**src/rtl/nice_result_writer.sv**
```systemverilog
// Packs 5-bit class results three per word and writes them to consecutive ITCM addresses.
// Result-to-write latency is 2 cycles. Stalls hold the write; a word pushed into a full 2-entry FIFO is dropped and o_overflow is set.
module nice_result_writer #(
    parameter int              AW          = 16,
    parameter int              DW          = 16,
    parameter logic [AW-1:0]   BASE_ADDR   = 16'h0800,
    parameter int              MAX_RESULTS = 64
) (
    input  logic          clk,
    input  logic          rst_n,
    input  logic          i_start,
    input  logic          i_flush,
    input  logic [4:0]    i_result_data,
    input  logic          i_result_valid,
    output logic [AW-1:0] o_itcm_addr,
    output logic [DW-1:0] o_itcm_wdata,
    output logic          o_itcm_we,
    input  logic          i_itcm_ready,
    output logic          o_busy,
    output logic          o_done,
    output logic [7:0]    o_result_count,
    output logic          o_overflow
);
    typedef enum logic [1:0] {S_IDLE, S_COLLECT, S_FLUSH, S_DONE} state_t;

    localparam logic [7:0] MAX_CNT = 8'(MAX_RESULTS);

    state_t        state;
    logic [14:0]   pack_q, pack_n;
    logic [1:0]    slot_q, slot_n;
    logic [7:0]    cnt_n;
    logic [DW-1:0] fifo_mem [2];
    logic          wr_ptr, rd_ptr;
    logic [1:0]    fifo_cnt;
    logic          accept, flush_now, push, push_ok, pop;
    logic [DW-1:0] push_word;

    always_comb begin
        pack_n    = pack_q;
        slot_n    = slot_q;
        cnt_n     = o_result_count;
        push      = 1'b0;
        push_word = '0;
        accept    = (state == S_COLLECT) && i_result_valid && (o_result_count < MAX_CNT);
        if (accept) begin
            cnt_n = o_result_count + 8'd1;
            case (slot_q)
                2'd0:    pack_n[4:0]   = i_result_data;
                2'd1:    pack_n[9:5]   = i_result_data;
                default: pack_n[14:10] = i_result_data;
            endcase
            if (slot_q == 2'd2) begin
                push      = 1'b1;
                push_word = {1'b1, pack_n};
                pack_n    = '0;
                slot_n    = 2'd0;
            end else begin
                slot_n = slot_q + 2'd1;
            end
        end
        // The flush sees the word already updated by a same-cycle result.
        flush_now = (state == S_COLLECT) && (i_flush || (cnt_n == MAX_CNT));
        if (flush_now && (slot_n != 2'd0)) begin
            push      = 1'b1;
            push_word = {1'b0, pack_n};
            pack_n    = '0;
            slot_n    = 2'd0;
        end
        pop     = (fifo_cnt != 2'd0) && (!o_itcm_we || i_itcm_ready);
        push_ok = push && ((fifo_cnt != 2'd2) || pop);
    end

    always_ff @(posedge clk or negedge rst_n) begin
        if (!rst_n) begin
            state          <= S_IDLE;
            pack_q         <= '0;
            slot_q         <= '0;
            fifo_mem[0]    <= '0;
            fifo_mem[1]    <= '0;
            wr_ptr         <= 1'b0;
            rd_ptr         <= 1'b0;
            fifo_cnt       <= '0;
            o_itcm_addr    <= BASE_ADDR;
            o_itcm_wdata   <= '0;
            o_itcm_we      <= 1'b0;
            o_busy         <= 1'b0;
            o_done         <= 1'b0;
            o_result_count <= '0;
            o_overflow     <= 1'b0;
        end else if (i_start) begin
            // Restart abandons any pending write and all buffered words.
            state          <= S_COLLECT;
            pack_q         <= '0;
            slot_q         <= '0;
            wr_ptr         <= 1'b0;
            rd_ptr         <= 1'b0;
            fifo_cnt       <= '0;
            o_itcm_addr    <= BASE_ADDR;
            o_itcm_wdata   <= '0;
            o_itcm_we      <= 1'b0;
            o_busy         <= 1'b1;
            o_done         <= 1'b0;
            o_result_count <= '0;
            o_overflow     <= 1'b0;
        end else begin
            pack_q         <= pack_n;
            slot_q         <= slot_n;
            o_result_count <= cnt_n;
            if (push && !push_ok)
                o_overflow <= 1'b1;
            if (push_ok) begin
                fifo_mem[wr_ptr] <= push_word;
                wr_ptr           <= ~wr_ptr;
            end
            if (pop)
                rd_ptr <= ~rd_ptr;
            case ({push_ok, pop})
                2'b10:   fifo_cnt <= fifo_cnt + 2'd1;
                2'b01:   fifo_cnt <= fifo_cnt - 2'd1;
                default: fifo_cnt <= fifo_cnt;
            endcase
            if (o_itcm_we && i_itcm_ready)
                o_itcm_addr <= o_itcm_addr + 1'b1;
            if (pop) begin
                o_itcm_wdata <= fifo_mem[rd_ptr];
                o_itcm_we    <= 1'b1;
            end else if (o_itcm_we && i_itcm_ready) begin
                o_itcm_we <= 1'b0;
            end
            case (state)
                S_COLLECT: if (flush_now) state <= S_FLUSH;
                S_FLUSH: begin
                    if ((slot_q == 2'd0) && (fifo_cnt == 2'd0) && !o_itcm_we) begin
                        state  <= S_DONE;
                        o_busy <= 1'b0;
                        o_done <= 1'b1;
                    end
                end
                default: state <= state;
            endcase
        end
    end
endmodule

```
**config.mk**
```make
export PLATFORM = sky130hd
export DESIGN_NAME = nice_result_writer
export DESIGN_NICKNAME = d
export VERILOG_FILES = /design/src/rtl/nice_result_writer.sv
export SDC_FILE = /design/constraint.sdc
export NUM_CORES = 1
export LEC_CHECK = 0
export ABC_AREA = 1
export CAP_MARGIN = 30
export CORE_ASPECT_RATIO = 2
export CORE_MARGIN = 2
export CORE_UTILIZATION = 50
export CTS_CLUSTER_DIAMETER = 60
export DETAILED_ROUTE_END_ITERATION = 10
export PLACE_DENSITY = 0.7
export SLEW_MARGIN = 10
export SYNTH_ARGS = -nofsm -noshare
export SYNTH_HDL_FRONTEND = slang
export SYNTH_SLANG_ARGS = --single-unit
export TNS_END_PERCENT = 50
```
**constraint.sdc**
```tcl
create_clock -name clk -period 4 [get_ports clk]
set_input_delay 0.6 -clock clk [delete_from_list [all_inputs] [get_ports clk]]
set_output_delay 0.6 -clock clk [all_outputs]
set_load 0.02 [all_outputs]
```
* Word-level counts from Yosys, hierarchy flattened
Cells that the tools add are included.
** Operators by class
- Add/sub/neg operators :: 5
- Magnitude comparators :: 4
- Eq/ne operators :: 10
- Multiplexer cells :: 50
- Bitwise gates (word level) :: 5
- Reduce and logical (&&, ||, !) cells :: 33
** Operator list (count)
- $mux 16 :: 11
- $mux 15 :: 4
- $bwmux 32 :: 1
- $mux 1 :: 18
- $add 16x1->16 const B :: 1
- $demux 16 s1 :: 1
- $mux 2 :: 8
- $mux 8 :: 2
- $reduce_bool 2->1 :: 8
- $mux 5 :: 3
- $logic_and 1x1->1 :: 11
- $reduce_bool 3->1 :: 3
- $add 8x1->8 const B :: 1
- $eq 8x7->1 const B :: 1
- $lt 8x7->1 const B :: 1
- $pmux 2 s2 :: 2
- $eq 2x1->1 const B :: 3
- $eq 2x2->1 const B :: 3
- $ne 3x3->1 const B :: 2
- $add 2x1->2 const B :: 2
- $ge 2x2->1 const B :: 2
- $logic_not 2->1 :: 2
- $not 1->2 :: 2
- $reduce_and 2->1 :: 2
- other kinds (8) :: 13
** Storage, ports and cells
- Register bits after elaboration :: 99
- Input port bits :: 11
- Output and inout port bits :: 44
- Logic and storage cells :: 122

* Logic depth before layout (Yosys ltp)
- Depth in word-level cells :: 14
- Depth in mapped cells :: 18
- Gate-level depth less buffers :: 17

* Worst setup path before layout
No wires, ideal clock.
- Path type :: input to register
- From :: input port i_result_valid
- To :: register fifo_mem[10] in the netlist's numbering
- Setup time :: 0.116 ns
- Arrival time :: 2.082 ns
- Data required time :: 3.884 ns
- Setup slack :: 1.802 ns
- Stages :: 15
- Path buffers :: 2
- Path through :: nand3_2 > nor2_4 > buf_6 > nand3_1 > nand2_1 > nand2_1 > nor2_1 > nand2_1 > nand2_2 > nand3_2 > a21oi_4 > nand3_4 > buf_2 > nand2_1 > nand2_1
** Between the ends
- Word-level cells in the longest chain between the ends :: 10
- Elaborated cells on any way between the ends :: 17
- Classes of those cells :: eq/ne: 1; mux: 8; reduce/logical: 8
** RTL lines
- from (decl) :: RTL line 14 : input logic i_result_valid,
- $logic_and 1x1->1 * (2 in a row) :: RTL line 44 : accept = (state == S_COLLECT) && i_result_valid && (o_result_count < MAX_CNT);
- $mux 8 :: RTL line 45 : if (accept) begin
- $eq 8x7->1 :: RTL line 62 : flush_now = (state == S_COLLECT) && (i_flush || (cnt_n == MAX_CNT));
- $logic_or 1x1->1 :: RTL line 62
- $logic_and 1x1->1 :: RTL line 62
- $logic_and 1x1->1 :: RTL line 63 : if (flush_now && (slot_n != 2'd0)) begin
- $mux 1 :: RTL line 63
- $logic_and 1x1->1 :: RTL line 70 : push_ok = push && ((fifo_cnt != 2'd2) || pop);
- $reduce_and 2->1 (no source line)
- to (signal, indexed assignment) :: RTL line 112 : fifo_mem[wr_ptr] <= push_word;
- to (decl) :: RTL line 32 : logic [DW-1:0] fifo_mem [2];
Mark *: on every way between the ends. The rest lies on a longest branch, timed or not.
A chain may end at the register's enable or synchronous reset.

* Worst setup path in the final report
- From :: input port i_result_valid
- To :: register fifo_mem[30] in the netlist's numbering
Same word-level chain as after synthesis.

==> results.json <==
{
  "antenna_found_initial": 0,
  "synth.distinct_cells": 34,
  "seq_area_frac_synth": 0.5155,
  "period_share": 0.7180,
  "slowest_stage": "clkdlybuf4s50_1",
  "hp-class": "input port to async pin",
  "fin_util": 0.6104,
  "layout-drive-gt1-share": 0.05975,
  "synth_top_flop_cell": "dfrtp_1",
  "die_w_um": 73.34,
  "gp_congestion": 0.8280,
  "post_cts_resized": 0,
  "synth-seq-cells": 99,
  "rsz0062_at_grt": "false",
  "slew_headroom": 0.3687,
  "fin_skew_ps": 7.007,
  "period_needed_ps": 2872,
  "ys_async_sr_fraction": 1.000,
  "multiInputGateArea_um2": 2007,
  "antennaDiodeCount": 0,
  "dieArea_um2": 10460,
  "slew_viol_final": 0,
  "tightest_slew_ps": 946.9,
  "timing.setup.tns_ps": 0,
  "crit_buf_inv": 3,
  "cts_buffers": 9,
  "clock_latency_ps": 350,
  "power.density_nw_per_um2": 440.5,
  "drc_errors": 0,
  "grt_max_degree": 78,
  "worst_path_most_repeated_cell": "nand2_1",
  "synth_cells": 583,
  "cts_buffer_depth": 2,
  "die_h_um": 142.7,
  "cts_tree": "built",
  "synth_nets": 596,
  "max-vdd-ir-drop_mv": 0.2629,
  "drt_first_pass_iters": 4,
  "ys_warn_count": 0,
  "path_clk_slew_ps": 70,
  "std_cell_rows": 50,
  "vias": 4080,
  "cts_root_buf": "clkbuf_16",
  "syn_area_um2": 4808,
  "post_drt_via_cell_ratio": 5.514,
  "endpoint_kind": "flop",
  "layout.nets": 644,
  "portBuffers": 54,
  "globalRouteOverflowTotal": 0,
  "max_cap_viol_count": 0,
  "postCtsHoldBufs": 0,
  "rr_worst_depth": 16,
  "syn_avg_cell_area_um2": 8.248,
  "grt_pass1_vias": 4034,
  "cp-start-kind": "input port",
  "wl_per_cell_um": 15.82,
  "max_freq_mhz": 348.2,
  "cts_sinks": 99,
  "hold_viol": 0,
  "n_fill_cell": 847,
  "setup_viol": 0,
  "required_ps": 4290,
  "status": "finished clean",
  "cpPeakStageDelay_ps": 520,
  "initial_utilization": 0.5124,
  "grt_usage": 0.2395,
  "first_iter_violations": 275,
  "hpwl_um": 8283,
  "critical-path-top-delay-family": "simple AND/OR/NAND/NOR gates",
  "routed_wl_um": 11710,
  "synth_edf_count": 0,
  "crit_path_cell_trace": "clkdlybuf4s50_1 > nand3_2 > nor2_4 > nand3_1 > nand2_1 > nand2_1 > nor2_1 > nand2_1 > nand2_2 > nand3_2 > buf_4 > a21oi_4 > nand3_4 > clkinv_4 > nand2_1 > nand2_1",
  "arrival_ps": 3160,
  "postRouteAntennaNets": 0,
  "htree_levels": 3,
  "area_delta_synth_final_pct": 19.13,
  "critical_path_class": "input port to flop",
  "cp.depth": 16,
  "p_leak_uw": 0.002855,
  "grt_pass1_wl_um": 19150,
  "ios": 55,
  "post_cts_buffers": 0,
  "core_um2": 9384,
  "crit_fanout": 20,
  "regArea_um2": 2479
}
worst paths after layout:
| check | from | to | slack, ps |
|---|---|---|---|
| max | i_result_valid | fifo_mem[30]$_DFFE_PN0P_ | 1130 |
| min | rst_n | o_result_count[2]$_DFF_PN0_ | 90 |
| max reg2reg | state[0]$_DFFE_PN0P_ | fifo_mem[30]$_DFFE_PN0P_ | 1390 |
| min reg2reg | fifo_mem[18]$_DFFE_PN0P_ | fifo_mem[18]$_DFFE_PN0P_ | 480 |
| max in group asynchronous | rst_n | o_itcm_addr[11]$_DFFE_PN1P_ | 3300 |
| min in group clk | fifo_mem[18]$_DFFE_PN0P_ | fifo_mem[18]$_DFFE_PN0P_ | 480 |
flip-flops by register name, summed over array words and instances (netlist names):
name / flops
pack_q: 15
o_busy: 1
o_itcm_we: 1
o_done: 1
state: 2
o_itcm_wdata: 16
o_result_count: 8
wr_ptr: 1
fifo_cnt: 2
o_overflow: 1
fifo_mem: 32
rd_ptr: 1
slot_q: 2
o_itcm_addr: 16
report_power, final:
group | total (uW) | internal, uW | switching, uW
registers | 1130 | 1050 | 85.0
clock network | 902 | 497 | 405
logic | 487 | 165 | 321
kinds of logic (layout without fill, tap and decap cells):
logic type,after synthesis,after routing,synth area share
muxes,16,16,0.03331
DFF,99,99,0.5155
adders and majority gates,2,2,0.005203
buffers and inverters,73,126,0.06714
AOI/OAI and AO/OA,98,98,0.1218
and+or+nand+nor,294,294,0.2553
xor gates and xnor gates,1,1,0.001822
routing by layer:
metal / global-route usage / vias to the layer above / share of wire / wire length [um]
met3: 0.03529 / 22 / 0.025 / 297
met2: 0.4329 / 85 / 0.56 / 6588
met5: 0 / - / 0 / 0
li1: - / 2000 / - / -
met4: 0.09761 / 0 / 0.028 / 332
met1: 0.2746 / 1973 / 0.38 / 4487
Yosys cell counts (3+ instances only):
library cell / instances / area (um2)
nand2_1: 168 / 630.6
dfrtp_1: 98 / 2452
nor2_1: 74 / 277.8
inv_1: 45 / 168.9
o21ai_0: 45 / 225.2
nand3_1: 33 / 165.2
a21oi_1: 17 / 85.08
mux2i_1: 16 / 160.2
a22oi_1: 15 / 112.6
a21o_1: 14 / 105.1
clkbuf_1: 13 / 48.80
nand4_1: 6 / 37.54
buf_2: 4 / 20.02
nor3_1: 4 / 20.02
buf_1: 3 / 11.26
buf_6: 3 / 33.78
nand3_2: 3 / 30.03
cell type report:
class	count	area share
clock buffers	9	0.03932
repair buffers	61	0.1066
inverters	49	0.03386
clock inverters	7	0.01442
flip-flops and latches	99	0.4327
multi-input cells	411	0.3504
well taps	104	0.02272
worst register-to-register path, cell delays in order, from the launching register on:
cell	delay (ps)
dfrtp_1	410
inv_1	70
nor2_2	180
nand3_2	360
nand2_1	170
nand2_1	80
nand3_1	80
nor2_1	40
nand2_1	70
nand2_2	60
nand3_2	50
buf_4	240
a21oi_4	120
nand3_4	210
clkinv_4	190
nand2_1	100
nand2_1	50
per-stage QoR:
| step | cell area, um2 | instances | setup WS [ps] | power (uW) | hold slack, ps |
|---|---|---|---|---|---|
| after floorplan | 4808 | 583 | 1802 | 1482 | 304.4 |
| after global placement | 5393 | 723 | 841.5 | 1608 | 461.9 |
| after detailed placement | 5393 | 723 | 789.0 | 1628 | 465.0 |
| after CTS | 5700 | 739 | 1129 | 2527 | 443.0 |
| after global routing | 5728 | 740 | 817.9 | 2643 | 86.49 |
| final | 5728 | 740 | 1128 | 2523 | 87.71 |
cell usage in the layout, fill, tap and decap left out, types with 3 or more instances in the layout:
cell type        count
a21o_1              14
a21oi_1             17
a22oi_1             15
buf_4                7
clkbuf_16            9
clkdlybuf4s50_1     53
dfrtp_1             98
inv_1               45
mux2i_1             16
nand2_1            168
nand3_1             33
nand3_2              3
nand4_1              6
nor2_1              74
nor3_1               4
o21ai_0             45
Power figures use the tool's default switching activity.
